[config.mk]
export PLATFORM = sky130hd
export DESIGN_NAME = serial_to_ports
export DESIGN_NICKNAME = d
export VERILOG_FILES = /design/src/rtl/serial_to_ports.sv
export SDC_FILE = /design/constraint.sdc
export NUM_CORES = 1
export LEC_CHECK = 0
export BUFFER_PORTS_ARGS = -buffer_cell sky130_fd_sc_hd__clkbuf_2
export CAP_MARGIN = 20
export CORE_UTILIZATION = 40
export CTS_CLUSTER_SIZE = 40
export DETAILED_ROUTE_END_ITERATION = 10
export SYNTH_ARGS = -nofsm -noshare
export SYNTH_HDL_FRONTEND = slang
export SYNTH_SLANG_ARGS = --single-unit
export TNS_END_PERCENT = 10
[constraint.sdc]
create_clock -name clk -period 1.31 [get_ports clk]
set_input_delay 0.131 -clock clk [delete_from_list [all_inputs] [get_ports clk]]
set_output_delay 0.131 -clock clk [all_outputs]
set_load 0.02 [all_outputs]
[src/rtl/serial_to_ports.sv]
// serial_to_ports
// Collects a serial bit stream into WIDTH-bit parallel words and hands each
// word to a downstream port-consumer stage with a valid/ready handshake.
// A frame is WIDTH bits, first bit landing in pout_data[0].
// Optional build macro SERIAL_TO_PORTS_PARITY_EN: each frame carries one extra
// even-parity bit after the data bits; a bad frame pulses par_err and is dropped.

module serial_to_ports #(
    parameter int WIDTH = 4
) (
    input  logic             clk,
    input  logic             rst_n,
    input  logic             sin_valid,
    input  logic             sin_data,
    output logic             sin_ready,
    output logic             pout_valid,
    output logic [WIDTH-1:0] pout_data,
    input  logic             pout_ready,
    output logic [7:0]       frame_cnt,
    output logic             par_err
);

`ifdef SERIAL_TO_PORTS_PARITY_EN
    localparam int FRAME_LEN = WIDTH + 1;
`else
    localparam int FRAME_LEN = WIDTH;
`endif
    localparam int CNT_W = $clog2(WIDTH + 2);

    localparam logic [1:0] IDLE  = 2'd0;
    localparam logic [1:0] SHIFT = 2'd1;
    localparam logic [1:0] HOLD  = 2'd2;

    logic [1:0]       state;
    logic [1:0]       state_nxt;
    logic [CNT_W-1:0] bit_cnt;
    logic [WIDTH-1:0] data_q;
    logic             valid_q;
    logic             ready_q;
    logic [7:0]       frame_q;

    logic accept;
    logic last_bit;
    logic handshake;
    logic par_bad;

    assign accept    = sin_valid && ready_q;
    assign last_bit  = accept && (bit_cnt == CNT_W'(FRAME_LEN - 1));
    assign handshake = valid_q && pout_ready;

`ifdef SERIAL_TO_PORTS_PARITY_EN
    logic par_acc;
    logic par_err_q;

    // The final frame bit must equal the XOR of the data bits (even parity).
    assign par_bad = last_bit && (sin_data != par_acc);

    // Running parity of the data bits, plus a one-cycle error pulse.
    always_ff @(posedge clk or negedge rst_n) begin
        if (!rst_n) begin
            par_acc   <= 1'b0;
            par_err_q <= 1'b0;
        end else begin
            par_err_q <= par_bad;
            if (last_bit) begin
                par_acc <= 1'b0;
            end else if (accept) begin
                par_acc <= par_acc ^ sin_data;
            end
        end
    end

    assign par_err = par_err_q;
`else
    assign par_bad = 1'b0;
    assign par_err = 1'b0;
`endif

    // Next-state logic; a bad-parity frame skips HOLD and goes straight back to IDLE.
    always_comb begin
        state_nxt = state;
        case (state)
            IDLE: begin
                if (accept) begin
                    state_nxt = SHIFT;
                end
            end
            SHIFT: begin
                if (last_bit) begin
                    state_nxt = par_bad ? IDLE : HOLD;
                end
            end
            HOLD: begin
                if (handshake) begin
                    state_nxt = IDLE;
                end
            end
            default: state_nxt = IDLE;
        endcase
    end

    // State, bit counter, word register, handshake flags and delivered-word count.
    always_ff @(posedge clk or negedge rst_n) begin
        if (!rst_n) begin
            state   <= IDLE;
            bit_cnt <= '0;
            data_q  <= '0;
            valid_q <= 1'b0;
            ready_q <= 1'b0;
            frame_q <= 8'd0;
        end else begin
            state   <= state_nxt;
            ready_q <= (state_nxt != HOLD);

            if (state_nxt == IDLE) begin
                bit_cnt <= '0;
            end else if (accept) begin
                bit_cnt <= bit_cnt + CNT_W'(1);
            end

            for (int k = 0; k < WIDTH; k++) begin
                if (accept && (bit_cnt == CNT_W'(k))) begin
                    data_q[k] <= sin_data;
                end
            end

            if (handshake) begin
                valid_q <= 1'b0;
            end else if (last_bit && !par_bad) begin
                valid_q <= 1'b1;
            end

            if (handshake) begin
                frame_q <= frame_q + 8'd1;
            end
        end
    end

    assign sin_ready  = ready_q;
    assign pout_valid = valid_q;
    assign pout_data  = data_q;
    assign frame_cnt  = frame_q;

endmodule

Yosys cells after proc, flatten, opt, wreduce, memory -nomap -nowiden

Cells that the tools add are included.

Register bits: 19
Bits in latches: 0
Memory bits (writable): 0
Memory bits (read-only): 0
Bits of input ports: 5
Output and inout port bits: 15
Word-level logic and storage cells: 36
Memories kept: 0

$add $sub $neg: 2
Multiply operators: 0
Div/mod/pow operators: 0
$lt $le $gt $ge: 0
Eq/ne operators: 6
Shift operators: 0
Muxes and demuxes: 8
Bitwise gates (word level): 0
Reductions and logical operators: 11

Operators with widths:

| kind                | count |
|---|---|
| $add 8x1->8 const B | 1 |
| $eq 3x2->1 const B  | 2 |
| $logic_and 1x1->1   | 6 |
| $mux 2              | 3 |
| $mux 3              | 2 |
| $pmux 2 s3          | 1 |
| $logic_not 2->1     | 2 |
| $reduce_bool 2->1   | 2 |
| $add 3x1->3 const B | 1 |
| $eq 3x1->1 const B  | 1 |
| $logic_not 3->1     | 1 |
| $eq 2x1->1 const B  | 1 |
| $eq 2x2->1 const B  | 1 |
| $mux 1              | 2 |
| $ne 2x2->1 const B  | 1 |

Longest topological paths before layout

Gate-level depths: netlist of the first run.

Depth after elaboration: 6
Mapped depth: 5
Mapped depth without buffers: 5

Worst setup path after synthesis of the first run

No wires, ideal clock.

Kind: reg2reg
Start: register bit_cnt[0]
End: register data_q[3] (netlist: pout_data[3])
Library setup time: 0.125 ns
Data arrival time: 1.175 ns
Required time: 1.185 ns
Setup slack: 0.010 ns
Stages on the path, launching flop included: 5
Buffers on the path: 0
Clock period less this slack: 1.300 ns
Cell sequence: dfrtp_1 -> ha_1 -> ha_1 -> and3_1 -> mux2_2

Longest elaborated chain between the ends: 2

RTL lines:

| item                          | RTL line | text |
|---|---|---|
| start, declared               | 36       | `logic [CNT_W-1:0] bit_cnt;` |
| start signal, assigned        | 118      | `bit_cnt <= bit_cnt + CNT_W'(1);` |
| $eq 3x2->1                    | 122      | `if (accept && (bit_cnt == CNT_W'(k))) begin` |
| $logic_and 1x1->1             | 122      |  |
| end signal, assigned by index | 123      | `data_q[k] <= sin_data;` |
| end, declared                 | 37       | `logic [WIDTH-1:0] data_q;` |

Every way passes these cells.
A chain may end at the register's enable or synchronous reset.

Final worst setup path of the first run

Start: register bit_cnt[1]
End: register data_q[3] (netlist: pout_data[3])

Same word-level chain as after synthesis.

==> out/metrics.yaml, run 1 <==
io_buffers: 18
start_kind: "register"
fin_worst_skew_ns: 0.001685
ctsLongestPathBuffers: 2
p_int_uw: 1432
initial_utilization: 0.4394
nFillCells: 179
route.detailed.drc: 0
p_clk_frac: 0.117
final.min_clock_period_ns: 1.307
setup_violations: 0
rsz0062_at_grt: "yes"
wire_per_inst_um: 12.17
drt_wl_total_um: 1545
yosys_warnings: 0
holdWs_ns: 0.1361
cts_setup_buffers: 0
ys_top_cells_by_area: "dfrtp_1, ha_1, xnor2_1"
seqPwrFrac: 0.431
placed_area_um2: 1020
p_sw_uw: 969.9
critical_path_required_ns: 1.49
antenna_cells: 0
syn-cell-area_um2: 888.4
die_x_um: 49.13
status: "finished, final reports clean"
die-area_um2: 2413
syn_to_final_growth_pct: 23.66
tritoncts: "built"
core_area_um2: 2022
routabilityCongestion: 0.7773
critPathCaptureType: "register"
ys_seq_area_frac: 0.5352
dr.first_iter.drc_count: 4
antenna_left: 0
power.leakage_uw: 0.0005223
hold_path_class: "in2reg"
io_pins: 20
finalSetupTns_ns: 0
synthArstFlopShare: 1.000
cts_buffers: 3
path_class: "reg2reg"
finalCritPeriodShare: 0.9973
pwr-share-comb: 0.452
synth_edf_count: 0
grt_pass1_wl_um: 2656
maxSlewViolCount: 0
path_max_fanout: 4
cts.sinks: 19
cts_max_level: 1
clock.fmax_mhz: 765.4
overflow: 0
dp_hpwl_um: 1158
syn_area_per_cell_um2: 11.69
vias: 634
firstDrtPassIters: 4
synth_common_cells: "dfrtp_1, nand2_1, xnor2_1, ha_1, mux2_2"
p_total_uw: 2402
final_util: 0.5433
hold_viol_final: 0
antenna_found_initial: 0
viasPerCell: 4.992
clk_latency_ns: 0.28
drive_gt1_frac: 0.3700
num_rows: 16
synth_top_cell_by_area: "dfrtp_1"
grt_pass1_vias: 604
fin_area_um2: 1099
ir_drop_mv: 0.8880
grt.total_usage: 0.1458
post-synth-top-count-cell: "dfrtp_1"
synth_top_area_share: 0.5352
final_nets: 112
pwr_density_cell_nw_per_um2: 2186
cts-root-buf: "clkbuf_4"
worstPathArrival_ns: 1.48
clk_pin_slew_ns: 0.10
syn-instance-count: 76
synth_ff_type: "dfrtp_1"
die_y_um: 49.13
synth_cell_types: 24
grt_max_degree: 20
cap_violations: 0
synth_fp_nets: 87
ys_seq_elements: 19
switching_share: 0.4039
## state kept, by name, indices dropped and copies added (netlist names)
register	flops
bit_cnt	3
pout_data	4
frame_cnt	8
sin_ready	1
state	2
pout_valid	1
## layer usage
layer / up-vias / GRT usage / routed length [um]
met5: - / 0 / 0
met4: 0 / 0.05882 / 22
met3: 4 / 0.03738 / 59
met2: 16 / 0.2146 / 697
met1: 299 / 0.2024 / 766
li1: 315 / - / -
## per-stage QoR
| stage | setup WS, ns | cells |
|---|---|---|
| 2_1_floorplan | 0.01038 | 76 |
| 3_3_place_gp | 0.01577 | 122 |
| 3_5_place_dp | -0.003606 | 122 |
| 4_1_cts | 0.01345 | 127 |
| 5_1_grt | -0.03335 | 127 |
| 6_report | 0.003485 | 127 |
## cell families (layout without fill, tap and decap cells)
kind of cell	count (synthesis)	in the layout	share of synthesized area
AOI/OAI and AO/OA	9	9	0.06900
buffers and inverters	5	29	0.02535
xor gates and xnor gates	7	7	0.06902
muxes	5	5	0.06338
and+or+nand+nor	24	24	0.1493
other	1	1	0.004221
adders and majority gates	6	6	0.08450
DFF	19	19	0.5352
## final timing paths
path                                          startpoint                       end  slack (ns)  cells after the start
worst min register to register  frame_cnt[7]$_DFFE_PN0P_  frame_cnt[7]$_DFFE_PN0P_        0.47                      1
max in group asynchronous                          rst_n    bit_cnt[0]$_DFFE_PN0P_        0.68                      2
worst max register to register    bit_cnt[1]$_DFFE_PN0P_  pout_data[3]$_DFFE_PN0P_       0.003                      4
worst max-delay path              bit_cnt[1]$_DFFE_PN0P_  pout_data[3]$_DFFE_PN0P_       0.003                      4
worst min-delay path                            sin_data  pout_data[0]$_DFFE_PN0P_        0.14                      2
min in group asynchronous                          rst_n  frame_cnt[5]$_DFFE_PN0P_        0.32                      2
## cell type report
class / instances / area [um^2] / area share
Sequential cell: 19 / 475.5 / 0.4328
Timing Repair Buffer: 21 / 115.1 / 0.1048
Clock buffer: 4 / 26.28 / 0.02392
Tap cell: 27 / 33.78 / 0.03075
Inverter: 4 / 15.01 / 0.01367
Multi-Input combinational cell: 52 / 432.9 / 0.3941
## cells in the final DEF (no fill, tap or decap)
cell type / n
dfrtp_1: 19
clkbuf_2: 18
nand2_1: 7
xnor2_1: 7
inv_1: 4
mux2_2: 4
ha_1: 4
nor2_1: 3
nand4_1: 3
clkbuf_4: 3
nor2b_1: 2
o21a_1: 2
nand3_1: 2
buf_4: 2
a21oi_2: 1
and3_4: 1
a22oi_2: 1
and2_1: 1
a211oi_2: 1
and3b_1: 1
and4_4: 1
and3_1: 1
and3_2: 1
o21ai_0: 1
nor3b_2: 1
a211oi_1: 1
a21oi_1: 1
o32ai_1: 1
mux2_4: 1
ha_2: 1
ha_4: 1
conb_1: 1
clkbuf_1: 1
dlygate4sd3_1: 1
## power groups by stage
stage / Clock [uW] / Sequential, uW / Combinational [uW]
2_1_floorplan: 0 / 1190 / 482
3_3_place_gp: 0 / 1020 / 986
3_5_place_dp: 0 / 1030 / 1000
4_1_cts: 300 / 1020 / 1020
5_1_grt: 331 / 1080 / 1200
6_report: 280 / 1040 / 1090
## worst max-delay path: stages, from the launching register on
cell and delay, ns:
dfrtp_1 0.40, ha_2 0.20, ha_4 0.15, and3_4 0.16, mux2_4 0.29
## what timing repair did
item | in CTS | in global routing
hold buffers | 1 | 0
gates cloned | 0 | 0
gates resized for setup | 1 | 8
endpoints found under the setup margin | 2 | 6
pin swaps | 0 | 1
hold endpoints to repair | 19 | 0
Power figures use the tool's default switching activity.
==> inputs of run 2 (changes only) <==
--- a/config.mk
+++ b/config.mk
@@ -7,6 +7,7 @@
 export LEC_CHECK = 0
 export BUFFER_PORTS_ARGS = -buffer_cell sky130_fd_sc_hd__clkbuf_2
 export CAP_MARGIN = 20
+export CORE_MARGIN = 5
 export CORE_UTILIZATION = 40
 export CTS_CLUSTER_SIZE = 40
 export DETAILED_ROUTE_END_ITERATION = 10
==> run 2 against run 1 <==
Fmax is 0.36% higher; clock power hardly changed; register-to-register slack hardly changed; count of clock-buffer cells in the layout is 1 lower; total power is 1.5% lower; routed wire length is 2.1% lower; critical endpoint unchanged; worst setup slack better by 0.0046 ns; hold slack worse by 0.018 ns; clock skew is 0.0050 ns higher; highest routed layer unchanged; non-clock buffer count stayed put; via count is 3.5% lower.
==> out/metrics.yaml, run 2 (synthesized netlist as in run 1, its figures left out) <==
grt.total_usage: 0.1030  # was 0.1458
clk_latency_ns: 0.29  # was 0.28 ns
tritoncts: "built"  # unchanged
grt_pass1_wl_um: 2642  # was 2656 um
finalCritPeriodShare: 0.9938  # was 0.9973
cap_violations: 0  # unchanged
dr.first_iter.drc_count: 4  # unchanged
antenna_found_initial: 0  # unchanged
grt_max_degree: 20  # unchanged
pwr-share-comb: 0.446  # was 0.452
path_max_fanout: 4  # unchanged
seqPwrFrac: 0.435  # was 0.431
hold_path_class: "in2reg"  # unchanged
path_class: "reg2reg"  # unchanged
io_buffers: 18  # unchanged
p_int_uw: 1413  # was 1432 uW
final_nets: 112  # unchanged
grt_pass1_vias: 624  # was 604
cts.sinks: 19  # unchanged
use_met2: 0.1533  # was 0.2146
routabilityCongestion: 0.7966  # was 0.7773
wire_per_inst_um: 11.81  # was 12.17 um
dp_hpwl_um: 1156  # was 1158 um
syn_to_final_growth_pct: 22.25  # was 23.66%
p_sw_uw: 952.3  # was 969.9 uW
die-area_um2: 3263  # was 2413 um^2
use_met1: 0.1388  # was 0.2024
cts_buffers: 3  # unchanged
clk_pin_slew_ns: 0.10  # about the same
largest_reg_flops: 8  # unchanged
drive_gt1_frac: 0.3500  # was 0.3700
r2r_slack_ns: 0.008  # was 0.003 ns
viasPerCell: 4.781  # was 4.992
antenna_cells: 0  # unchanged
switching_share: 0.4026  # was 0.4039
ctsLongestPathBuffers: 2  # unchanged
final_cell_mix: "dfrtp_1, clkbuf_2, nand2_1, xnor2_1"  # unchanged
rsz0062_at_grt: "yes"  # unchanged
critical_path_required_ns: 1.49  # about the same
top_usage_layer: "met2"  # unchanged
initial_utilization: 0.4095  # was 0.4394
start_kind: "register"  # unchanged
final_util: 0.5006  # was 0.5433
clock.fmax_mhz: 768.1  # was 765.4 MHz
power.leakage_uw: 0.0005206  # was 0.0005223 uW
cts-root-buf: "clkbuf_4"  # unchanged
maxSlewViolCount: 0  # unchanged
vias: 612  # was 634
io_pins: 20  # unchanged
nFillCells: 214  # was 179
num_rows: 17  # was 16
layout_commonest_cell: "dfrtp_1"  # unchanged
firstDrtPassIters: 4  # unchanged
pwr_density_cell_nw_per_um2: 2178  # was 2186 nW/um^2
setup_violations: 0  # unchanged
drt_wl_total_um: 1512  # was 1545 um
die_x_um: 57.13  # was 49.13 um
gr-usage-met3: 0.02715  # was 0.03738
overflow: 0  # unchanged
route.detailed.drc: 0  # unchanged
worstPathArrival_ns: 1.48  # about the same
die_y_um: 57.13  # was 49.13 um
antenna_left: 0  # unchanged
fin_worst_skew_ns: 0.006661  # was 0.001685 ns
final.min_clock_period_ns: 1.302  # was 1.307 ns
finalSetupTns_ns: 0  # unchanged
status: "finished, final reports clean"  # unchanged
cts_max_level: 1  # unchanged
critPathCaptureType: "register"  # unchanged
core_area_um2: 2170  # was 2022 um^2
ir_drop_mv: 1.236  # was 0.8880 mV
hold_viol_final: 0  # unchanged
p_clk_frac: 0.119  # was 0.117
==> run 2: cell count changes in the layout (fill, tap and decap cells not counted) <==
cell / change
a211oi_1: +1
a211oi_2: -1
a22oi_1: +1
a22oi_2: -1
clkbuf_1: -1
clkinv_2: +1
nor3b_1: +1
nor3b_2: -1
==> run 2: final cells by class <==
type                    instances  area, um^2  area share
repair buffers                 21       115.1      0.1060
well taps                      28       35.03     0.03226
flip-flops and latches         19       475.5      0.4378
inverters                       4       15.01     0.01382
clock buffers                   3       22.52     0.02074
multi-input cells              52       417.9      0.3848
clock inverters                 1       5.005    0.004608
==> run 2: critical path, cell delays in order, from the launching register on <==
cell and delay, ns:
dfrtp_1 0.40, ha_2 0.20, ha_4 0.15, and3_4 0.16, mux2_4 0.29
==> run 2: power by group through the flow <==
stage / combinational (uW) / clock, uW / sequential, uW
final: 1060 / 282 / 1030
after global routing: 1180 / 333 / 1070
after CTS: 1040 / 306 / 1020
after detailed placement: 1000 / 0 / 1030
after global placement: 1000 / 0 / 1020
after floorplan: 482 / 0 / 1190
==> run 2: layer usage <==
layer,share of wire,vias up
met5,0,-
met2,0.46,6
met4,0.0086,0
met1,0.51,292
met3,0.022,2
li1,-,312
==> run 2: path summary, 6_finish.rpt <==
path,from,endpoint,depth (start not counted)
max,bit_cnt[1]$_DFFE_PN0P_,pout_data[3]$_DFFE_PN0P_,4
max in group asynchronous,rst_n,bit_cnt[0]$_DFFE_PN0P_,2
min reg2reg,frame_cnt[7]$_DFFE_PN0P_,frame_cnt[7]$_DFFE_PN0P_,1
max reg2reg,bit_cnt[1]$_DFFE_PN0P_,pout_data[3]$_DFFE_PN0P_,4
min in group asynchronous,rst_n,frame_cnt[3]$_DFFE_PN0P_,2
min,sin_data,pout_data[3]$_DFFE_PN0P_,2
==> run 2: what timing repair did <==
item,CTS,global route
pin swaps,1,0
endpoints found under the hold margin,19,0
resized for setup,5,2
buffers inserted,0,0
hold buffers,1,0
setup endpoints to repair,2,4
==> run 2: metrics by stage <==
stage | instances | total power (uW) | hold WS (ns) | setup WS, ns | cell area [um^2]
after floorplan | 76 | 1676 | -0.1646 | 0.01038 | 888.4
after global placement | 123 | 2019 | 0.1035 | -0.0006305 | 1021
after detailed placement | 123 | 2030 | 0.09781 | -0.02142 | 1021
after CTS | 128 | 2369 | 0.1059 | 0.004031 | 1072
after global routing | 128 | 2584 | 0.1167 | -0.02255 | 1086
final | 128 | 2365 | 0.1178 | 0.008118 | 1086
